===== config.mk =====
export PLATFORM = sky130hd
export DESIGN_NAME = hamming_enc_engine
export DESIGN_NICKNAME = d
export VERILOG_FILES = /design/src/rtl/hamming_pkg.sv /design/src/rtl/hamming_enc_core.sv /design/src/rtl/hamming_enc_engine.sv
export SDC_FILE = /design/constraint.sdc
export NUM_CORES = 1
export LEC_CHECK = 0
export BUFFER_PORTS_ARGS = -buffer_cell sky130_fd_sc_hd__buf_2
export CORE_ASPECT_RATIO = 0.75
export CORE_MARGIN = 2
export CORE_UTILIZATION = 50
export CTS_CLUSTER_DIAMETER = 200
export DETAILED_ROUTE_END_ITERATION = 7
export PLACE_DENSITY = 0.75
export SETUP_SLACK_MARGIN = 0.15
export SLEW_MARGIN = 20
export SYNTH_ARGS = -nofsm -noshare
export SYNTH_HDL_FRONTEND = slang
export SYNTH_SLANG_ARGS = --single-unit

===== constraint.sdc =====
create_clock -name clk -period 1.6 [get_ports clk]
set_clock_uncertainty 0.15 [all_clocks]
set_input_delay 0.24 -clock clk [delete_from_list [all_inputs] [get_ports clk]]
set_output_delay 0.24 -clock clk [all_outputs]
set_load 0.01 [all_outputs]

===== src/rtl/hamming_pkg.sv =====
// hamming_pkg: shared state encoding, default geometry and the SECDED
// encode function used by the engine and by the decoder bench model.
package hamming_pkg;

    typedef enum logic [2:0] {IDLE, RD_LO, RD_HI, WR_LO, WR_HI, DONE} enc_state_t;

    localparam int DEF_NUM_MSG  = 15;
    localparam int DEF_SRC_BASE = 0;
    localparam int DEF_DST_BASE = 30;
    localparam int DEF_ADDR_W   = 8;

    // Parity bits sit at the power-of-two positions, p0 covers the whole word.
    function automatic logic [15:0] hamming_encode(input logic [11:1] d);
        logic p8, p4, p2, p1, p0;
        p8 = ^d[11:5];
        p4 = ^d[11:8] ^ ^d[4:2];
        p2 = d[11] ^ d[10] ^ d[7] ^ d[6] ^ d[4] ^ d[3] ^ d[1];
        p1 = d[11] ^ d[9] ^ d[7] ^ d[5] ^ d[4] ^ d[2] ^ d[1];
        p0 = ^d ^ p8 ^ p4 ^ p2 ^ p1;
        return {d[11:5], p8, d[4:2], p4, d[1], p2, p1, p0};
    endfunction

endpackage


===== src/rtl/hamming_enc_core.sv =====
// hamming_enc_core: combinational 11-bit message to 16-bit SECDED codeword.
module hamming_enc_core
    import hamming_pkg::*;
(
    input  logic [11:1] data,
    output logic [15:0] cw
);

    always_comb cw = hamming_encode(data);

endmodule


===== src/rtl/hamming_enc_engine.sv =====
// hamming_enc_engine: walks NUM_MSG messages in data memory, encodes each one
// and writes the codeword back, four cycles per message.
module hamming_enc_engine
    import hamming_pkg::*;
#(
    parameter int NUM_MSG  = DEF_NUM_MSG,
    parameter int SRC_BASE = DEF_SRC_BASE,
    parameter int DST_BASE = DEF_DST_BASE,
    parameter int ADDR_W   = DEF_ADDR_W
) (
    input  logic              clk,
    input  logic              reset,
    input  logic              start,
    output logic              done,
    output logic [ADDR_W-1:0] mem_addr,
    output logic              mem_wr_en,
    output logic [7:0]        mem_wr_data,
    input  logic [7:0]        mem_rd_data
);

    localparam int IDX_W = (NUM_MSG > 1) ? $clog2(NUM_MSG) : 1;

    enc_state_t        state, state_nx;
    logic [IDX_W-1:0]  idx;
    logic [7:0]        lo;
    logic [15:0]       cw, cw_nx;
    logic [ADDR_W-1:0] off, src, dst;
    logic              last, go;

    hamming_enc_core u_core (
        .data ({mem_rd_data[2:0], lo}),
        .cw   (cw_nx)
    );

    assign last = idx == IDX_W'(NUM_MSG - 1);
    assign go   = (state == IDLE || state == DONE) && start;

    always_ff @(posedge clk or posedge reset) begin
        if (reset) begin
            state <= IDLE;
            idx   <= '0;
            lo    <= '0;
            cw    <= '0;
        end else begin
            state <= state_nx;
            if (go)
                idx <= '0;
            else if (state == WR_HI)
                idx <= idx + IDX_W'(1);
            if (state == RD_LO)
                lo <= mem_rd_data;
            if (state == RD_HI)
                cw <= cw_nx;
        end
    end

    always_comb begin
        state_nx = state;
        case (state)
            IDLE, DONE: state_nx = start ? RD_LO : state;
            RD_LO:      state_nx = RD_HI;
            RD_HI:      state_nx = WR_LO;
            WR_LO:      state_nx = WR_HI;
            WR_HI:      state_nx = last ? DONE : RD_LO;
            default:    state_nx = IDLE;
        endcase
    end

    // Byte offsets wrap modulo 2^ADDR_W by construction of the casts.
    always_comb begin
        off         = ADDR_W'({idx, 1'b0});
        src         = ADDR_W'(SRC_BASE) + off;
        dst         = ADDR_W'(DST_BASE) + off;
        mem_addr    = state == RD_LO ? src :
                      state == RD_HI ? src + ADDR_W'(1) :
                      state == WR_LO ? dst :
                      state == WR_HI ? dst + ADDR_W'(1) : '0;
        mem_wr_en   = state == WR_LO || state == WR_HI;
        mem_wr_data = state == WR_LO ? cw[7:0] :
                      state == WR_HI ? cw[15:8] : '0;
        done        = state == DONE;
    end

endmodule


==> summary.txt, run 1 <==
=================================================================================================
Outcome ............................................................................ complete, but fails checks
Failing checks ..................................................................... negative setup slack
Drt initial violations .............................................................           65
Worst hold path class .............................................................. primary input to flop
Vias per std cell ..................................................................         5.36
Die outline height .................................................................      54.0 um
Internal power consumption .........................................................      3690 uW
Detailed placer's ending HPWL ......................................................      2590 um
Number of cells on the worst reg-to-reg path .......................................            6
Cell with the most instances after synthesis .......................................      dfrtp_1
Number of rows created at floorplan ................................................           18
Crit path required time ............................................................      1.21 ns
Crit Path Max Fanout ...............................................................            5
Total DRC errors in the routed layout ..............................................            0
Proportion of synthesized chip area in sequential cells ............................        46.5%
Congestion Overflow GR .............................................................            0
Ys Warns ...........................................................................            0
Effective utilization at floorplan .................................................        51.4%
Worst Setup Path Type .............................................................. flop to output port
Clock Root Buffer ..................................................................     clkbuf_8
CTS tree ...........................................................................          yes
Number of failing hold endpoints at the final stage ................................            0
Area leader, netlist ...............................................................      dfrtp_1
Final estimated routing congestion in global placement .............................        0.863
Wire length reported by the detailed router ........................................      3990 um
Largest net degree at the start of global routing ..................................           32
Final core area utilization ........................................................        72.8%
Source-to-sink clock delay at the later pin of the worst-skew pair .................      0.29 ns
Remaining number of nets flagged by the antenna check after routing ................            0
Clock power share ..................................................................         9.6%
Share of power burned in registers .................................................        25.2%
Average footprint of a synthesized cell ............................................     11.3 um2
Clock sink count ...................................................................           31
Final worst-path cycle share .......................................................         122%
Arr. time, crit path ...............................................................      1.56 ns
Number of enable flip-flop cells after synthesis ...................................            0
Number of buffers inserted during clock tree synthesis .............................            5
Maximum buffer depth of the clock tree .............................................            2
Number of iterations in the first detailed-routing pass ............................            4
Area of the die ....................................................................     3820 um2
PortBufs ...........................................................................           26
Routing layer with the top usage in global route ...................................         met2
Vias post-DR .......................................................................         1324
Layout cell share with drive strength beyond 1 .....................................        54.1%
Portion of total power attributed to combinational logic ...........................        65.3%
Setup violation total in the final timing report ...................................           27
Leading post-synthesis cells by instance count ..................................... 31 x dfrtp_1, 21 x mux2_2, 13 x xnor2_1
Summed negative setup slack over all endpoints .....................................     -5.86 ns
Post-synthesis sequential element count ............................................           31
Fraction of power spent switching nets .............................................        37.3%
Clk slew on worst S/H paths ........................................................      0.07 ns
H-tree level count .................................................................            2
Min-Delay Path Depth ...............................................................            2
Fraction of met3 tracks used by global routing .....................................        7.68%
Portion of synthesized cell area occupied by the leading cell type .................        46.5%
Number of filler instances in the final layout .....................................          203
I/O pin total ......................................................................           29
Max_cap viols ......................................................................            0
CORE AREA ..........................................................................     3240 um2
Ranking of synthesized cells by area ............................................... dfrtp_1 47%, mux2_2 14%, xnor2_1 6.8%
Switching component of the power ...................................................      2190 uW
Number of instances in the synthesized netlist .....................................          147
Layout Nets ........................................................................          222
Worst setup slack after layout .....................................................    -0.351 ns
Async SR Flop Fraction .............................................................         100%
Worst-case vdd ir drop .............................................................      1.17 mV
Leak ...............................................................................   0.00113 uW
Post-synth top flop ................................................................      dfrtp_1
Final routed wire length divided by cell count .....................................      16.1 um
Antenna Diode Count ................................................................            0
Initial antenna violation count ....................................................            0
Met1 Track Usage GR ................................................................        27.7%
Total Routing Usage GR .............................................................        22.5%
Met2 demand-to-capacity share in global routing ....................................        38.3%
Horizontal extent of the die .......................................................      70.7 um
Final number of max-transition violations ..........................................            0
Number of distinct library cell variants in the gate-level netlist after synthesis .           29
Crit. End Element ..................................................................  output port
Synthesis-to-layout area growth ....................................................        41.6%
Critical Path Source Type ..........................................................         flop
Via count of the first global-routing pass .........................................         1288
Total power per unit cell area .....................................................  2490 nW/um2
Highest achievable clock rate ......................................................      513 MHz
Unrepaired setup endpoints after global routing ....................................          yes
Global-route wire length before repair .............................................      6340 um
Area of the mapped netlist .........................................................     1670 um2
Min Clock Period, post-route .......................................................      1.95 ns
=================================================================================================
## cells in the final DEF, fill, tap and decap left out, types with 2 or more instances in the layout
master     n
dfrtp_1   27
buf_2     24
buf_4     22
mux2_2    17
buf_6     13
nand2_1   12
a22o_1     9
xnor2_1    9
o21ai_1    6
clkbuf_8   5
mux2_4     4
xnor2_2    4
xor2_1     4
a21oi_2    4
o21ai_0    4
dfrtp_2    4
nor2_1     3
inv_1      3
xnor3_1    3
nand2b_4   2
nor3b_4    2
nor2_4     2
inv_2      2
nand4_1    2
ha_1       2
conb_1     2
## per-layer routing
layer | vias to the layer above | part of all wire (%)
li1 | 632 | -
met1 | 662 | 45
met2 | 24 | 49
met3 | 6 | 4.1
met4 | 0 | 1.2
met5 | - | 0
## power groups by stage
stage	registers [uW]	logic, uW	clock network, uW
final	1480	3840	562
after global placement	1440	3010	0
after global routing	1530	4100	620
after detailed placement	1480	3110	0
after CTS	1470	3460	568
after floorplan	1410	2260	0
## final cells by class
class                   count  area, um2  area share [%]
inverters                   5       18.8           0.795
well taps                  40       50.0            2.12
flip-flops and latches     31        781            33.1
clock buffers               6       72.6            3.07
multi-input cells         104        977            41.4
repair buffers             61        462            19.6
## path summary, 6_finish.rpt
check | startpoint | to | slack, ns
max | state[0]$_DFFE_PP0P_ | mem_addr[1] | -0.35
min | mem_rd_data[4] | lo[4]$_DFFE_PP0P_ | 0.04
max reg2reg | state[1]$_DFFE_PP0P_ | idx[3]$_DFFE_PP0P_ | -0.14
min reg2reg | cw[1]$_DFFE_PP0P_ | cw[1]$_DFFE_PP0P_ | 0.34
max in group asynchronous | reset | lo[3]$_DFFE_PP0P_ | 0.56
min in group asynchronous | reset | cw[4]$_DFFE_PP0P_ | 0.42
## registers in the layout, indices dropped and copies added (netlist names)
register / count
lo: 8
cw: 16
state: 3
idx: 4
## critical path, cell delays in order (launching register included)
cell and delay, ns:
dfrtp_2 0.45, nand2_1 0.12, nor2_4 0.06, nor2_4 0.16, inv_2 0.07, mux2_2 0.29, buf_6 0.12
## kinds of logic after synthesis
logic type	synth area share (%)
other	0.225
flip-flops	46.5
buffers and inverters	3.60
AO/OA/AOI/OAI	11.2
XOR/XNOR	13.5
adder cells (fa/ha/maj)	2.25
multiplexers	14.2
AND/OR/NAND/NOR	8.55
## timing repair
| action | in CTS | in global routing |
|---|---|---|
| hold buffers | 1 | 0 |
| endpoints found under the hold margin | 31 | 0 |
| setup buffers | 6 | 4 |
| pin swaps | 13 | 6 |
| endpoints found under the setup margin | 44 | 45 |
| gates resized for setup | 18 | 19 |
## per-stage QoR
step | hold slack [ns] | area, um2 | total power, uW | setup WS [ns] | cells
2_1_floorplan | 0.194 | 1760 | 3660 | 0.0474 | 148
3_3_place_gp | 0.182 | 2060 | 4450 | -0.0497 | 230
4_1_cts | 0.0321 | 2250 | 5500 | -0.344 | 243
3_5_place_dp | 0.190 | 2060 | 4590 | -0.119 | 230
6_report | 0.0388 | 2360 | 5880 | -0.351 | 247
5_1_grt | 0.0296 | 2360 | 6250 | -0.426 | 247
Power figures use the tool's default switching activity.
==> run 2, diff against run 1 <==
Settings changed: CORE_UTILIZATION 50 to 57, CTS_BUF_LIST set to sky130_fd_sc_hd__clkbuf_8, PLACE_DENSITY 0.75 to 0.81.
Clock period 1.6 ns to 2.1 ns, I/O delays scaled along.
==> run 2 against run 1 <==
The flow now finishes without violations; non-clock buffer count shrank 13; power shrank 28%; critical path type unchanged; flip-flop and latch count is the same; critical endpoint is now mem_addr[2]; combinational power shrank 31%; die area shrank 12%; critical path depth is the same; clock power shrank 20%; cell area shrank 7.3%; sequential share of layout area grew 2.6 points; first-iteration DRC count grew to 2.7 times the previous value; global-route usage grew 4.5 points; cell count shrank 6.1%; largest cell class unchanged.
==> summary.txt, run 2 (same netlist as run 1, synthesis figures left out) <==
==================================================================================
Outcome ............................................................. finished, final reports clean
Min-Delay Path Depth ................................................            2
Leading registers by flop count ..................................... cw x16, lo x8, idx x4
DR WL met3 ..........................................................       363 um
Remaining number of nets flagged by the antenna check after routing .            0
Number of iterations in the first detailed-routing pass .............            4
Clock sink count ....................................................           31
Number of buffers inserted during clock tree synthesis ..............            5
Congestion Overflow GR ..............................................            0
Maximum buffer depth of the clock tree ..............................            2
Worst-case vdd ir drop ..............................................     0.977 mV
Horizontal extent of the die ........................................      66.5 um
Final worst-path cycle share ........................................        97.6%
Most common library cell in the layout ignoring fill and taps .......      dfrtp_1
Setup violation total in the final timing report ....................            0
Critical Path Source Type ...........................................         flop
Wire length reported by the detailed router .........................      4510 um
Layout cell share with drive strength beyond 1 ......................        49.5%
Leak ................................................................   0.00104 uW
CTS tree ............................................................          yes
Initial antenna violation count .....................................            0
Final estimated routing congestion in global placement ..............        0.790
Largest net degree at the start of global routing ...................           32
Final number of max-transition violations ...........................            0
Clk slew on worst S/H paths .........................................      0.07 ns
Crit Reg-Reg Startpoint ............................................. lo[0]$_DFFE_PP0P_
Worst hold path class ............................................... primary input to flop
Number of filler instances in the final layout ......................          137
Total power per unit cell area ......................................  1940 nW/um2
Highest achievable clock rate .......................................      488 MHz
Min Clock Period, post-route ........................................      2.05 ns
Max FFs per register ................................................           16
Crit Path Max Fanout ................................................            8
H-tree level count ..................................................            2
Highest routing layer actually used .................................         met4
Crit. End Element ...................................................  output port
Arr. time, crit path ................................................      1.58 ns
Detailed placer's ending HPWL .......................................      2400 um
Number of rows created at floorplan .................................           16
Commonest cells after routing, fill and taps aside .................. 27 x dfrtp_1, 24 x buf_2, 21 x mux2_2
Source-to-sink clock delay at the later pin of the worst-skew pair ..      0.28 ns
Layout Cells excl Fill ..............................................          232
Number of cells on the worst reg-to-reg path ........................            4
Max_cap viols .......................................................            0
Post-Route M1 WL ....................................................      1710 um
Crit path required time .............................................      1.63 ns
I/O pin total .......................................................           29
Largest register by flop count ......................................           cw
Total DRC errors in the routed layout ...............................            0
Die outline height ..................................................      50.8 um
Unrepaired setup endpoints after global routing .....................          yes
Vias per std cell ...................................................         6.05
Via count of the first global-routing pass ..........................         1333
Layout Nets .........................................................          209
Launch point of the worst hold path ................................. mem_rd_data[3]
CORE AREA ...........................................................     2700 um2
Detail Route met2 WL ................................................      2300 um
Vias post-DR ........................................................         1404
Number of placed instances with taps included .......................          208
Antenna Diode Count .................................................            0
Final routed wire length divided by cell count ......................      19.4 um
Drt initial violations ..............................................          178
Area of the die .....................................................     3380 um2
Number of failing hold endpoints at the final stage .................            0
Synthesis-to-layout area growth .....................................        31.3%
Clock Root Buffer ...................................................     clkbuf_8
Worst Setup Path Type ............................................... flop to output port
Effective utilization at floorplan ..................................        61.7%
Worst setup startpoint .............................................. state[1]$_DFFE_PP0P_
Total Routing Usage GR ..............................................        27.0%
PortBufs ............................................................           26
Global-route wire length before repair ..............................      6560 um
Summed negative setup slack over all endpoints ......................         0 ns
==================================================================================
[run 2: cell types whose count changed in the layout (fill, tap and decap cells not counted), moves of 4 or more]
cell	delta
mux2_2	+4
buf_4	-6
mux2_4	-4
buf_6	-6
xnor2_2	-4
o21ai_0	+4
[run 2: final cells by class]
class | instances | area (um2) | area share, %
clock inverter | 3 | 15.0 | 0.686
clock buffer | 5 | 68.8 | 3.14
sequential | 31 | 781 | 35.7
multi-input combinational | 104 | 932 | 42.6
timing repair buffer | 48 | 329 | 15.0
tap | 36 | 45.0 | 2.06
inverter | 5 | 18.8 | 0.857
[run 2: power by group]
part           switching, uW  leakage, uW  internal, uW
Sequential               270     0.000373           895
Combinational           1200     0.000616          1450
Clock                    220    0.0000477           226
Total                   1690      0.00104          2570
[run 2: per-layer routing]
metal	GRT usage, %	vias up
met5	0	-
met4	7.48	0
met3	7.93	16
met2	45.3	85
met1	34.1	699
li1	-	604
[run 2: stage by stage]
| step | power (uW) | hold WS, ns | instance area (um2) | util, % | setup slack, ns |
|---|---|---|---|---|---|
| floorplan | 2650 | 0.269 | 1670 | - | 0.202 |
| global placement | 3040 | 0.251 | 1850 | 68.5 | 0.288 |
| detailed placement | 3120 | 0.258 | 1850 | 68.5 | 0.182 |
| CTS | 3920 | 0.105 | 2100 | 77.8 | 0.103 |
| global route | 4490 | 0.113 | 2190 | 81.0 | -0.00285 |
| finish | 4260 | 0.118 | 2190 | 81.0 | 0.0511 |
[run 2: final timing paths]
check                                           to  slack [ns]
worst max-delay path                   mem_addr[2]        0.05
worst min-delay path             lo[3]$_DFFE_PP0P_        0.12
worst max register to register   cw[0]$_DFFE_PP0P_        0.23
worst min register to register   cw[8]$_DFFE_PP0P_        0.34
max in group asynchronous       idx[1]$_DFFE_PP0P_        0.99
min in group asynchronous        lo[7]$_DFFE_PP0P_        0.49
[run 2: timing repair]
action                                  in CTS  in global routing
hold endpoints to repair                    31                  0
pin swaps                                    4                  6
gates resized for setup                     20                 15
setup buffers                               11                  4
endpoints found under the setup margin      14                 26
hold buffers                                 1                  0
[run 2: worst max-delay path, cell delays in order, from the launching register on]
cell	delay (ns)
dfrtp_2	0.49
buf_6	0.15
xnor2_4	0.13
nor2_4	0.16
nand2_1	0.09
o21ai_1	0.11
buf_2	0.16
